`src/rtl/command_dispatch_and_collect_pkg.sv`:
```
//=============================================================================
// command_dispatch_and_collect_pkg: shared widths and FSM state encodings
// Revision: 1.0
//=============================================================================
`default_nettype none

package command_dispatch_and_collect_pkg;

   localparam int ADDR_W = 19;
   localparam int DATA_W = 32;

   typedef enum logic [1:0] {
      ST_IDLE     = 2'd0,
      ST_ISSUE    = 2'd1,
      ST_WAIT_RSP = 2'd2,
      ST_RESP     = 2'd3
   } state_t;

endpackage

`default_nettype wire

```
`src/rtl/command_dispatch_and_collect_rsp_mux.sv`:
```
//=============================================================================
// cmd_rsp_mux: selects one responder's reply slice from the flattened buses
// Revision: 1.0
//=============================================================================
`default_nettype none

module cmd_rsp_mux
   import command_dispatch_and_collect_pkg::*;
#(
   parameter int NUM_MOD = 4,
   parameter int MOD_W   = 2
) (
   input  logic [MOD_W-1:0]          sel,
   input  logic [NUM_MOD-1:0]        rsp_wr,
   input  logic [NUM_MOD*ADDR_W-1:0] rsp_addr,
   input  logic [NUM_MOD-1:0]        rsp_addr_fixed,
   input  logic [NUM_MOD*DATA_W-1:0] rsp_rdata,
   output logic                      sel_wr,
   output logic [ADDR_W-1:0]         sel_addr,
   output logic                      sel_addr_fixed,
   output logic [DATA_W-1:0]         sel_rdata
);

   // An out-of-range select yields an all-zero (never valid) reply.
   always_comb begin
      sel_wr         = 1'b0;
      sel_addr       = '0;
      sel_addr_fixed = 1'b0;
      sel_rdata      = '0;
      for (int k = 0; k < NUM_MOD; k++) begin
         if (sel == MOD_W'(k)) begin
            sel_wr         = rsp_wr[k];
            sel_addr       = rsp_addr[k*ADDR_W +: ADDR_W];
            sel_addr_fixed = rsp_addr_fixed[k];
            sel_rdata      = rsp_rdata[k*DATA_W +: DATA_W];
         end
      end
   end

endmodule

`default_nettype wire

```
`src/rtl/command_dispatch_and_collect.sv`:
```
//=============================================================================
// command_dispatch_and_collect: config command initiator with read collection and timeout
// Revision: 1.0
//=============================================================================
`default_nettype none

module command_dispatch_and_collect
   import command_dispatch_and_collect_pkg::*;
#(
   parameter int NUM_MOD     = 4,
   parameter int MOD_W       = 2,
   parameter int TIMEOUT_CYC = 16,
   parameter int CNT_W       = 32
) (
   input  logic                      i_clk,
   input  logic                      i_rst_n,
   input  logic                      i_cmd_valid,
   output logic                      o_cmd_ready,
   input  logic                      i_cmd_rd,
   input  logic [MOD_W-1:0]          iv_cmd_mod,
   input  logic [ADDR_W-1:0]         iv_cmd_addr,
   input  logic                      i_cmd_addr_fixed,
   input  logic [DATA_W-1:0]         iv_cmd_wdata,
   output logic [NUM_MOD-1:0]        ov_wr,
   output logic [NUM_MOD-1:0]        ov_rd,
   output logic [ADDR_W-1:0]         ov_addr,
   output logic                      o_addr_fixed,
   output logic [DATA_W-1:0]         ov_wdata,
   input  logic [NUM_MOD-1:0]        iv_rsp_wr,
   input  logic [NUM_MOD*ADDR_W-1:0] iv_rsp_addr,
   input  logic [NUM_MOD-1:0]        iv_rsp_addr_fixed,
   input  logic [NUM_MOD*DATA_W-1:0] iv_rsp_rdata,
   output logic                      o_rsp_valid,
   output logic                      o_rsp_err,
   output logic [ADDR_W-1:0]         ov_rsp_addr,
   output logic                      o_rsp_addr_fixed,
   output logic [DATA_W-1:0]         ov_rsp_rdata,
   output logic [CNT_W-1:0]          ov_err_cnt
);

   localparam int TMR_W = $clog2(TIMEOUT_CYC) + 1;

   state_t              state;
   logic                cmd_rd;
   logic [MOD_W-1:0]    cmd_mod;
   logic [ADDR_W-1:0]   cmd_addr;
   logic                cmd_addr_fixed;
   logic [TMR_W-1:0]    timer;

   logic                mod_ok;
   logic [NUM_MOD-1:0]  onehot;
   logic                sel_wr;
   logic [ADDR_W-1:0]   sel_addr;
   logic                sel_addr_fixed;
   logic [DATA_W-1:0]   sel_rdata;
   logic                rsp_match;
   logic [CNT_W-1:0]    err_cnt_inc;

   assign o_cmd_ready = (state == ST_IDLE);
   assign mod_ok      = ({1'b0, iv_cmd_mod} < (MOD_W+1)'(NUM_MOD));
   assign onehot      = NUM_MOD'(1) << iv_cmd_mod;
   assign rsp_match   = (sel_addr == cmd_addr) && (sel_addr_fixed == cmd_addr_fixed);
   assign err_cnt_inc = (ov_err_cnt == '1) ? ov_err_cnt : ov_err_cnt + 1'b1;

   cmd_rsp_mux #(
      .NUM_MOD (NUM_MOD),
      .MOD_W   (MOD_W)
   ) u_rsp_mux (
      .sel            (cmd_mod),
      .rsp_wr         (iv_rsp_wr),
      .rsp_addr       (iv_rsp_addr),
      .rsp_addr_fixed (iv_rsp_addr_fixed),
      .rsp_rdata      (iv_rsp_rdata),
      .sel_wr         (sel_wr),
      .sel_addr       (sel_addr),
      .sel_addr_fixed (sel_addr_fixed),
      .sel_rdata      (sel_rdata)
   );

   always_ff @(posedge i_clk or negedge i_rst_n) begin
      if (!i_rst_n) begin
         state            <= ST_IDLE;
         cmd_rd           <= 1'b0;
         cmd_mod          <= '0;
         cmd_addr         <= '0;
         cmd_addr_fixed   <= 1'b0;
         timer            <= '0;
         ov_wr            <= '0;
         ov_rd            <= '0;
         ov_addr          <= '0;
         o_addr_fixed     <= 1'b0;
         ov_wdata         <= '0;
         o_rsp_valid      <= 1'b0;
         o_rsp_err        <= 1'b0;
         ov_rsp_addr      <= '0;
         o_rsp_addr_fixed <= 1'b0;
         ov_rsp_rdata     <= '0;
         ov_err_cnt       <= '0;
      end else begin
         ov_wr            <= '0;
         ov_rd            <= '0;
         ov_addr          <= '0;
         o_addr_fixed     <= 1'b0;
         ov_wdata         <= '0;
         o_rsp_valid      <= 1'b0;
         o_rsp_err        <= 1'b0;
         ov_rsp_addr      <= '0;
         o_rsp_addr_fixed <= 1'b0;
         ov_rsp_rdata     <= '0;
         case (state)
            ST_IDLE: begin
               if (i_cmd_valid) begin
                  cmd_rd         <= i_cmd_rd;
                  cmd_mod        <= iv_cmd_mod;
                  cmd_addr       <= iv_cmd_addr;
                  cmd_addr_fixed <= i_cmd_addr_fixed;
                  if (mod_ok) begin
                     state        <= ST_ISSUE;
                     ov_addr      <= iv_cmd_addr;
                     o_addr_fixed <= i_cmd_addr_fixed;
                     ov_wdata     <= iv_cmd_wdata;
                     if (i_cmd_rd) ov_rd <= onehot;
                     else          ov_wr <= onehot;
                  end else if (i_cmd_rd) begin
                     // Unknown module: complete the read with an error straight away.
                     state            <= ST_RESP;
                     o_rsp_valid      <= 1'b1;
                     o_rsp_err        <= 1'b1;
                     ov_rsp_addr      <= iv_cmd_addr;
                     o_rsp_addr_fixed <= i_cmd_addr_fixed;
                     ov_err_cnt       <= err_cnt_inc;
                  end
               end
            end
            ST_ISSUE: begin
               timer <= '0;
               state <= cmd_rd ? ST_WAIT_RSP : ST_IDLE;
            end
            ST_WAIT_RSP: begin
               timer <= timer + 1'b1;
               // Deciding on the last-but-one count puts the timeout pulse
               // exactly TIMEOUT_CYC cycles after the read strobe.
               if (sel_wr || (timer == TMR_W'(TIMEOUT_CYC - 2))) begin
                  state            <= ST_RESP;
                  o_rsp_valid      <= 1'b1;
                  ov_rsp_addr      <= cmd_addr;
                  o_rsp_addr_fixed <= cmd_addr_fixed;
                  if (sel_wr && rsp_match) begin
                     ov_rsp_rdata <= sel_rdata;
                  end else begin
                     o_rsp_err  <= 1'b1;
                     ov_err_cnt <= err_cnt_inc;
                  end
               end
            end
            ST_RESP: begin
               state <= ST_IDLE;
            end
            default: begin
               state <= ST_IDLE;
            end
         endcase
      end
   end

endmodule

`default_nettype wire

```
`config.mk`:
```
export PLATFORM = sky130hd
export DESIGN_NAME = command_dispatch_and_collect
export DESIGN_NICKNAME = d
export VERILOG_FILES = /design/src/rtl/command_dispatch_and_collect_pkg.sv /design/src/rtl/command_dispatch_and_collect_rsp_mux.sv /design/src/rtl/command_dispatch_and_collect.sv
export SDC_FILE = /design/constraint.sdc
export NUM_CORES = 1
export LEC_CHECK = 0
export CAP_MARGIN = 20
export CELL_PAD_IN_SITES_DETAIL_PLACEMENT = 0
export CELL_PAD_IN_SITES_GLOBAL_PLACEMENT = 1
export CORE_MARGIN = 2
export CORE_UTILIZATION = 30
export CTS_CLUSTER_DIAMETER = 50
export CTS_CLUSTER_SIZE = 40
export DETAILED_ROUTE_END_ITERATION = 10
export HOLD_SLACK_MARGIN = 0.03
export PLACE_DENSITY_LB_ADDON = 0.1
export SLEW_MARGIN = 20
export SYNTH_ARGS = -nofsm -noshare
export SYNTH_HDL_FRONTEND = slang
export SYNTH_SLANG_ARGS = --single-unit
```
`constraint.sdc`:
```
create_clock -name i_clk -period 2.95 [get_ports i_clk]
set_clock_uncertainty 0.2 [all_clocks]
set_input_delay 0.4425 -clock i_clk [delete_from_list [all_inputs] [get_ports i_clk]]
set_output_delay 0.4425 -clock i_clk [all_outputs]
set_load 0.02 [all_outputs]
```
==> run summary <==
Port bufs -> 416
Top FF cell, synth -> dfrtp_1
Crit path from -> cmd_mod[0]
Post-synthesis mux area share -> 14.7%
Gr usage total -> 21.1%
Synth async-reset ratio -> 100%
Slew Viols, Final -> 0
Fmax -> 349 MHz
Sequential element share of the synthesized area -> 53.4%
Clock Path Buffers -> 2
Crit path top cell by count -> buf_12
Inserted Diodes -> 0
TNS Setup -> 0 ns
CTS tree -> built
Final worst-path cycle share -> 97.1%
Post-synthesis compound-gate area fraction -> 4.52%
Min-Delay Endpoint -> ov_wdata[9]
WL met3 -> 2880 microns
Fin area -> 13,600 sq um
Placed inst area -> 12,900 sq um
Placed cell count -> 1,395
CP cell instances -> buf_12, mux2_4, a222oi_1, nand4_1, a221oi_4, and4b_2, buf_12, and3_1
Syn nets -> 931
Outcome -> finished clean
Rows -> 60
Total CTS buffers -> 17
Largest net degree at the start of global routing -> 74
WS Path Type -> reg2reg
Required time of the critical path -> 3.11 ns
Area of the mapped netlist -> 8240 sq um
Vias in the first global route -> 7,448
Final core utilization -> 50.5%
CP Launch Type -> flop
Xor and xnor area share after synthesis -> 5.53%
Final Worst Setup Slack -> 0.0850 ns
Worst Max-Slew Pin Slew -> 0.678 ns
Clk slew on worst S/H paths -> 0.07 ns
Setup violators final -> 0
# DRC -> 0
Final Hold Viols -> 0
Crit path buf inv count -> 2
Initial Utilization -> 30.6%
DP HPWL -> 23,200 microns
FF-to-FF path depth -> 8
CTS root buffer -> clkbuf_16
Static Leak -> 6.09 nW
Layout cell share with drive strength beyond 1 -> 12.5%
Number of synthesized flops with an enable pin -> 0
Max incr delay on CP -> 0.52 ns
Worst EP arrival -> 3.02 ns
Hold Path Origin -> i_cmd_valid
Post-Synth Simple-Gate Area -> 17.6%
Nets -> 1,358
R2R Path Start -> cmd_mod[0]
Final wirelength -> 30,000 microns
Maximum fanout along the worst path -> 33
Routed met2 length -> 15,100 microns
Detail Route Antenna Nets -> 0
Synthesized area per cell -> 12.6 sq um
Yosys synthesis warning count -> 0
Post-Layout Cell Count -> 1,436
Kind of cell adding the most delay to the critical path -> simple AND/OR/NAND/NOR gates
Main combinational cell family by area after synthesis -> simple AND/OR/NAND/NOR gates
FF+latch count, synth -> 176
Detailed-route via count -> 6,950
H-tree depth -> 4
Worst slack at placement -> -0.137 ns
HP Class -> in2reg
Core area -> 27,000 sq um
Area Overhead vs Synth -> 65.1%
Design Power -> 9.16 mW
Die area -> 28,800 sq um
GRT Residual Overflow -> 0
Post-synth cell types -> 56
DR iter-0 viols -> 286
RSZ-0062 raised after global routing -> true
Worst-skew pair later-pin latency -> 0.43 ns
Peak VDD IR -> 0.000316 V
Routability cong. -> 0.777
Cells after synthesis -> 655
Met1 Routed Length -> 11,500 microns
Die Span Y -> 170 microns
Worst path slowest cell -> dfrtp_4
Worst setup EP type -> flop
Initial antenna violation count -> 2
Uppermost layer routed -> met5
First-pass GRT wire length -> 45,300 microns
DIE WIDTH -> 170 microns
Area share of fa/ha/maj cells after synthesis -> 0.911%
DR vias/cell -> 4.84
Min Tclk post-route -> 2.87 ns
Pwr/cell area -> 674 nW/um^2
TritonRoute pass-1 iters -> 4
Slew HR -> 54.8%
Register-to-register setup slack -> 0.08 ns
Total clock sinks -> 176
Wire per inst -> 20.9 microns
WHS -> 0.167 ns
R2R Path End -> ov_rsp_rdata[16]
I/O pin count -> 417
MaxCap Viol Count -> 0
Hold Path Cell Cnt -> 2
-- final cells by class --
class / count / area [sq um]
fillers: 2421 / 13300
repair buffers: 452 / 4530
flip-flops and latches: 176 / 4410
multi-input cells: 424 / 3640
clock buffers: 20 / 457
well taps: 341 / 427
clock inverters: 12 / 96.3
inverters: 11 / 41.3
-- power breakdown --
group | internal [mW] | switching, mW
clock | 1.14 | 1.02
sequential | 2.79 | 0.287
combinational | 2.03 | 1.89
-- logic make-up (layout without fill, tap and decap cells) --
logic type      after synthesis  after routing
buf+inv                      55            495
simple gates                249            249
compound gates               50             50
fa+ha+maj                     6              6
xor+xnor                     52             52
mux                          67             67
flops                       176            176
-- Yosys cell counts (all sizes together), types with 2 or more instances --
cell     count  area share (%)
and2        22             1.7
xor2        13             1.4
nand4       21             1.7
mux4        42              12
o22ai        2            0.15
and4         3            0.32
xnor2       39             4.1
ha           6            0.91
nor3        12            0.73
clkbuf      27             1.2
mux2i       22             2.7
a22oi        2            0.18
o2111ai      2            0.21
nand2b       5            0.38
a21oi        3            0.18
nand3       18             1.1
and4b        2            0.26
nand4b       2            0.21
inv         11            0.50
nand2       33             1.6
o32ai        2            0.21
buf         17             1.6
nor4         3            0.30
a21o        20             1.8
dfrtp      176              53
o21ai        8            0.49
and3        99             7.5
nor2b        3            0.23
o22a         3            0.32
or2          4            0.30
mux2         3            0.46
nor2        17            0.77
-- state kept, by name, summed over array words and instances, names as in the netlist, 2 cells and up, named ones only --
name,flops
cmd_addr,19
cmd_mod,2
ov_addr,19
ov_err_cnt,32
ov_rd,4
ov_rsp_addr,19
ov_rsp_rdata,32
ov_wdata,32
ov_wr,4
timer,5
-- layer usage --
layer / up-vias / track usage [%]
li1: 3230 / -
met2: 293 / 37.4
met5: - / 0
met1: 3392 / 23.7
met3: 31 / 8.07
met4: 4 / 5.61
-- worst max-delay path by stage --
stage,to,slack [ns],depth (start not counted)
after floorplan,ov_err_cnt[1],0.33,9
after global placement,ov_err_cnt[1],-0.10,10
after detailed placement,ov_err_cnt[1],-0.14,10
after CTS,ov_err_cnt[1],0.01,9
after global routing,ov_err_cnt[8],-0.1,10
final,ov_rsp_rdata[16],0.08,8
-- cell usage in the layout (no fill, tap or decap), types with 3 or more instances in the layout --
cell,Yosys,layout
a21o_1,20,20
a21oi_1,3,3
and2_1,22,22
and3_1,99,99
and4_1,3,3
buf_12,0,7
buf_4,1,26
clkbuf_16,0,17
clkbuf_8,0,3
clkdlybuf4s50_1,0,414
clkinvlp_4,0,3
dfrtp_1,176,174
ha_1,6,5
inv_1,11,10
inv_6,0,6
mux2i_1,22,21
mux4_2,41,41
nand2_1,32,27
nand2_2,0,5
nand2b_1,5,5
nand3_1,18,15
nand3_2,0,3
nand4_1,20,20
nor2_1,17,17
nor2b_1,3,3
nor3_1,12,12
o21ai_0,8,8
o22a_1,3,3
or2_2,3,3
xnor2_1,39,35
xnor2_2,0,4
xor2_1,13,13
-- timing repair --
item                                   4_1_cts  5_1_grt
gates resized for setup                      1       16
buffers inserted                             0        8
setup endpoints to repair                    1       64
hold buffers                                 1        0
pin swaps                                    1        4
endpoints found under the hold margin       57        0
(Power assumes the default switching activity.)
==> RTL edit 1, RTL diff (config.mk and constraints unchanged) <==
`MOD_W` is set to 2 in 2 places; all go to 4.
--- a/src/rtl/command_dispatch_and_collect_rsp_mux.sv
+++ b/src/rtl/command_dispatch_and_collect_rsp_mux.sv
@@ -8,7 +8,7 @@
    import command_dispatch_and_collect_pkg::*;
 #(
    parameter int NUM_MOD = 4,
-   parameter int MOD_W   = 2
+   parameter int MOD_W   = 4
 ) (
    input  logic [MOD_W-1:0]          sel,
    input  logic [NUM_MOD-1:0]        rsp_wr,
--- a/src/rtl/command_dispatch_and_collect.sv
+++ b/src/rtl/command_dispatch_and_collect.sv
@@ -8,7 +8,7 @@
    import command_dispatch_and_collect_pkg::*;
 #(
    parameter int NUM_MOD     = 4,
-   parameter int MOD_W       = 2,
+   parameter int MOD_W       = 4,
    parameter int TIMEOUT_CYC = 16,
    parameter int CNT_W       = 32
 ) (
Ports: changed (resized iv_cmd_mod); port bits go from 417 to 419. The function was not compared with the original's and may differ.
==> RTL edit 1 against the original RTL <==
The run now ends with setup timing left. First-iteration DRC count increased by 27%. Sequential share of layout area decreased by 1.1 points. Sequential cell count increased by 2. Wire length decreased by 5.1%. Worst hold slack improved by 120 ps. Highest routed layer is now met4. Area after synthesis increased by 1.6%. Total power increased by 5.6%. Worst setup slack got worse by 410 ps. Cell area increased by 4.8%. Combinational power increased by 7.9%.
==> RTL edit 1: results (changes against the original RTL) <==
** Global route
- The first-pass GRT wire length was 42.2 mm (-6.8%).
- The via count of the first global-routing pass was 7293 (-2.1%).
- The met3 routing resource usage after global routing came to 6.13% (-1.9 points).
- GR met1 Demand/Resource :: 23.2% (-0.52 points)
- The number of antenna violations at the first check in global routing was 0 (-2).
- The all-layer global routing usage is 19.3% (-1.8 points).

** Synthesis
- The share of synthesized cell area in full adder, half adder and majority cells is 0.897% (-0.014 points).
- The post-synthesis share of cell area spent on xor and xnor gates is 4.60% (-0.92 points).
- Net count after synthesis :: 934 (+0.32%)
- In the synthesized netlist, the cells that appear most often are sky130_fd_sc_hd__dfrtp_1, sky130_fd_sc_hd__and2_1, sky130_fd_sc_hd__mux4_2, sky130_fd_sc_hd__nand2_1, sky130_fd_sc_hd__xnor2_1.

** Routing
- Via count :: 7053 (+1.5%)
- Top layer used by detailed routing :: met4
- Average wire per cell in the routed design :: 18.8 µm (-10%)

** Hold path
- Hold WC Path Type :: reg2reg

** Cells and area
- Total of fill cells in the finished design :: 2523 (+4.2%)
- The post-route non-filler standard cell count came to 1514 (+5.4%).
- The share of post-route cells with drive strength above 1 is 17.5% (+5.0 points).

** STA
- Final Setup Violations :: 64 (+64)
- Crit path setup slack, layout :: -326 ps (-411 ps)

** Power
- The maximum resistive drop on vdd was 447 µV (+41%).
- The standby leakage power was 5.91 nW (-2.9%).

** Critical path
- Worst endpoint data arrival time :: 3400 ps (+380 ps)
- Critical path's slowest cell :: sky130_fd_sc_hd__or4_4
- The largest driver fanout on the critical path is 5 (-85%).
- The peak per-stage delay on the critical path was 620 ps (+100 ps).

** Clock network
- Setup Buffers After CTS :: 8 (+8)

** Outcome
- The run finished, with violations left.
- Violations in the final reports :: setup timing

** Placement
- The worst slack at placement is -968 ps (-831 ps).
-- RTL edit 1: cell count changes after synthesis, sizes merged, moves of 5 or more --
cell,change
and2,+33
nor2b,+29
xnor2,-6
o22ai,+7
nand2,+9
a21o,-20
nand3,+11
a22o,+20
and3,-92
mux2,+22
nand4,-5
-- RTL edit 1: worst register-to-register path: cells and delay by family, from the launching register on --
kind                   cells  cell delay, ps
DFF                        1             530
AOI/OAI and AO/OA          2             510
muxes                      2             750
buffers and inverters      2             260
and+or+nand+nor            3             920
-- RTL edit 1: path summary, 6_finish.rpt --
path                            slack, ps  cells past startpoint                    endpoint
worst max-delay path                 -330                      9   ov_err_cnt[1]$_DFFE_PN0P_
worst min-delay path                  280                      1        timer[4]$_DFFE_PN0P_
worst max register to register       -330                      9   ov_err_cnt[1]$_DFFE_PN0P_
worst min register to register        280                      1        timer[4]$_DFFE_PN0P_
max in group asynchronous            1420                      3     cmd_addr[5]$_DFFE_PN0P_
min in group asynchronous             390                      2  ov_err_cnt[11]$_DFFE_PN0P_
-- RTL edit 1: power by group --
| group | internal (mW) | total [mW] | switching (mW) |
|---|---|---|---|
| Clock | 1.17 | 2.36 | 1.19 |
| Sequential | 2.77 | 3.09 | 0.321 |
| Combinational | 2.39 | 4.23 | 1.84 |
| Total | 6.33 | 9.68 | 3.35 |
-- RTL edit 1: layout make-up --
cell class	count	area, µm²	share of cell area, %
clock buffers	17	425	2.98
multi-input cells	434	3850	27.0
well taps	378	473	3.32
repair buffers	485	4830	33.9
inverters	7	26.3	0.184
flip-flops and latches	178	4460	31.3
clock inverters	15	198	1.39
-- RTL edit 1: cells by family after synthesis --
family          Yosys count
fa+ha+maj                 6
simple gates            237
flops                   178
mux                      90
compound gates           57
xor+xnor                 44
buf+inv                  44
==> RTL edit 2, RTL diff (same flow settings) <==
Made on the original files. Make the reset (`i_rst_n`) synchronous in one clocked block.
--- a/src/rtl/command_dispatch_and_collect.sv
+++ b/src/rtl/command_dispatch_and_collect.sv
@@ -77,7 +77,7 @@
       .sel_rdata      (sel_rdata)
    );
 
-   always_ff @(posedge i_clk or negedge i_rst_n) begin
+   always_ff @(posedge i_clk) begin
       if (!i_rst_n) begin
          state            <= ST_IDLE;
          cmd_rd           <= 1'b0;
Function: differs if i_rst_n is asserted again (counterexample within 4 cycles, from zero or initial values and one cycle with i_rst_n low); with i_rst_n held inactive, the same outputs for 4 cycles.
==> RTL edit 2 against the original RTL <==
The run now ends with setup timing left. Area after synthesis fell by 7.6%. Cell area decreased by 0.22%. First-iteration DRC count decreased by 9.8%. Via count increased by 1.9%. Sequential share of layout area is 6.4 points lower. Worst setup slack worse by 190 ps. Sequential cell count is the same. Wire length up 1.7%. Critical path type unchanged.
Power is not compared: it rests on default switching activity, and its combinational part moved more than twofold at a synthesized area within 25%.
==> RTL edit 2: results (changes against the original RTL) <==
** Power
- Summing internal, switching and leakage power gives 5.94 mW.

** Placement
- Instance count after placement with tap cells included :: 1425 (+2.2%)
- Setup slack after placement :: -411 ps (-273 ps)
- The placed wire-length estimate after detailed placement came to 22.6 mm (-2.6%).

** STA
- The transition time of the tightest slew-check pin was 527 ps (-151 ps).
- Crit path setup slack, layout :: -103 ps (-188 ps)
- Worst slack on hold paths :: 261 ps (+94.0 ps)
- Final Setup Violations :: 32 (+32)

** Global route
- The all-layer global routing usage was 21.7% (+0.60 points).
- The first-pass GRT wire length came to 43.5 mm (-4.0%).

** Cells and area
- Comb_multi_in :: 451 (+6.4%)
- Relative area of clock buffers and inverters in the final design :: 4.63% (+0.56 points)
- Fraction of layout cells with a size suffix above 1 :: 16.5% (+4.0 points)
- The filler cell count came to 2236 (-7.6%).
- Finished Layout Cells :: 1478 (+2.9%)
- The number of sequential cells in the layout is 176 (unchanged).
- Final core area utilization :: 54.2% (+3.7 points)

** Synthesis
- Average instance area after synthesis :: 11.2 µm² (-11%)
- Multiplexer fraction of the synthesized cell area :: 17.9% (+3.3 points)
- By area the synthesized netlist is led by sky130_fd_sc_hd__dfxtp_1, sky130_fd_sc_hd__mux4_2, sky130_fd_sc_hd__and2_1.

** Outcome
- Run status :: finished with violations
- The checks that failed: setup timing.

** Hold path
- Hold WC Path Type :: reg2reg

** Critical path
- First element of the critical path :: cmd_mod[0]$_SDFFE_PN0P_
- The peak per-stage delay on the critical path was 550 ps (+30 ps).
- CP Capture Point :: ov_err_cnt[26]$_SDFFE_PN0P_

** Routing
- The number of vias in the routed layout was 7082 (+1.9%).
- The number of violations reported at the end of detailed-routing iteration 0 was 258 (-9.8%).
- Detailed-router iteration count before antenna repair :: 6 (+2)

** Floorplanning
- Number of tap instances :: 330 (-3.2%)
[RTL edit 2: changes by cell type after synthesis, moves of 7 or more]
| cell | delta |
|---|---|
| sky130_fd_sc_hd__a21oi_1 | +18 |
| sky130_fd_sc_hd__and2_1 | +48 |
| sky130_fd_sc_hd__and3_1 | -62 |
| sky130_fd_sc_hd__dfrtp_1 | -176 |
| sky130_fd_sc_hd__dfxtp_1 | +176 |
| sky130_fd_sc_hd__nand2b_1 | +18 |
| sky130_fd_sc_hd__o21ai_0 | -7 |
| sky130_fd_sc_hd__o31ai_1 | +11 |
| sky130_fd_sc_hd__or4_1 | +11 |
| sky130_fd_sc_hd__xnor2_1 | -20 |
| sky130_fd_sc_hd__xor2_1 | -11 |
[RTL edit 2: routing by layer]
metal,global-route usage (%),vias up,wire (µm)
li1,-,3409,-
met1,26.0,3413,12100
met2,38.1,221,15600
met3,5.43,37,2170
met4,6.56,2,576
met5,0,-,16
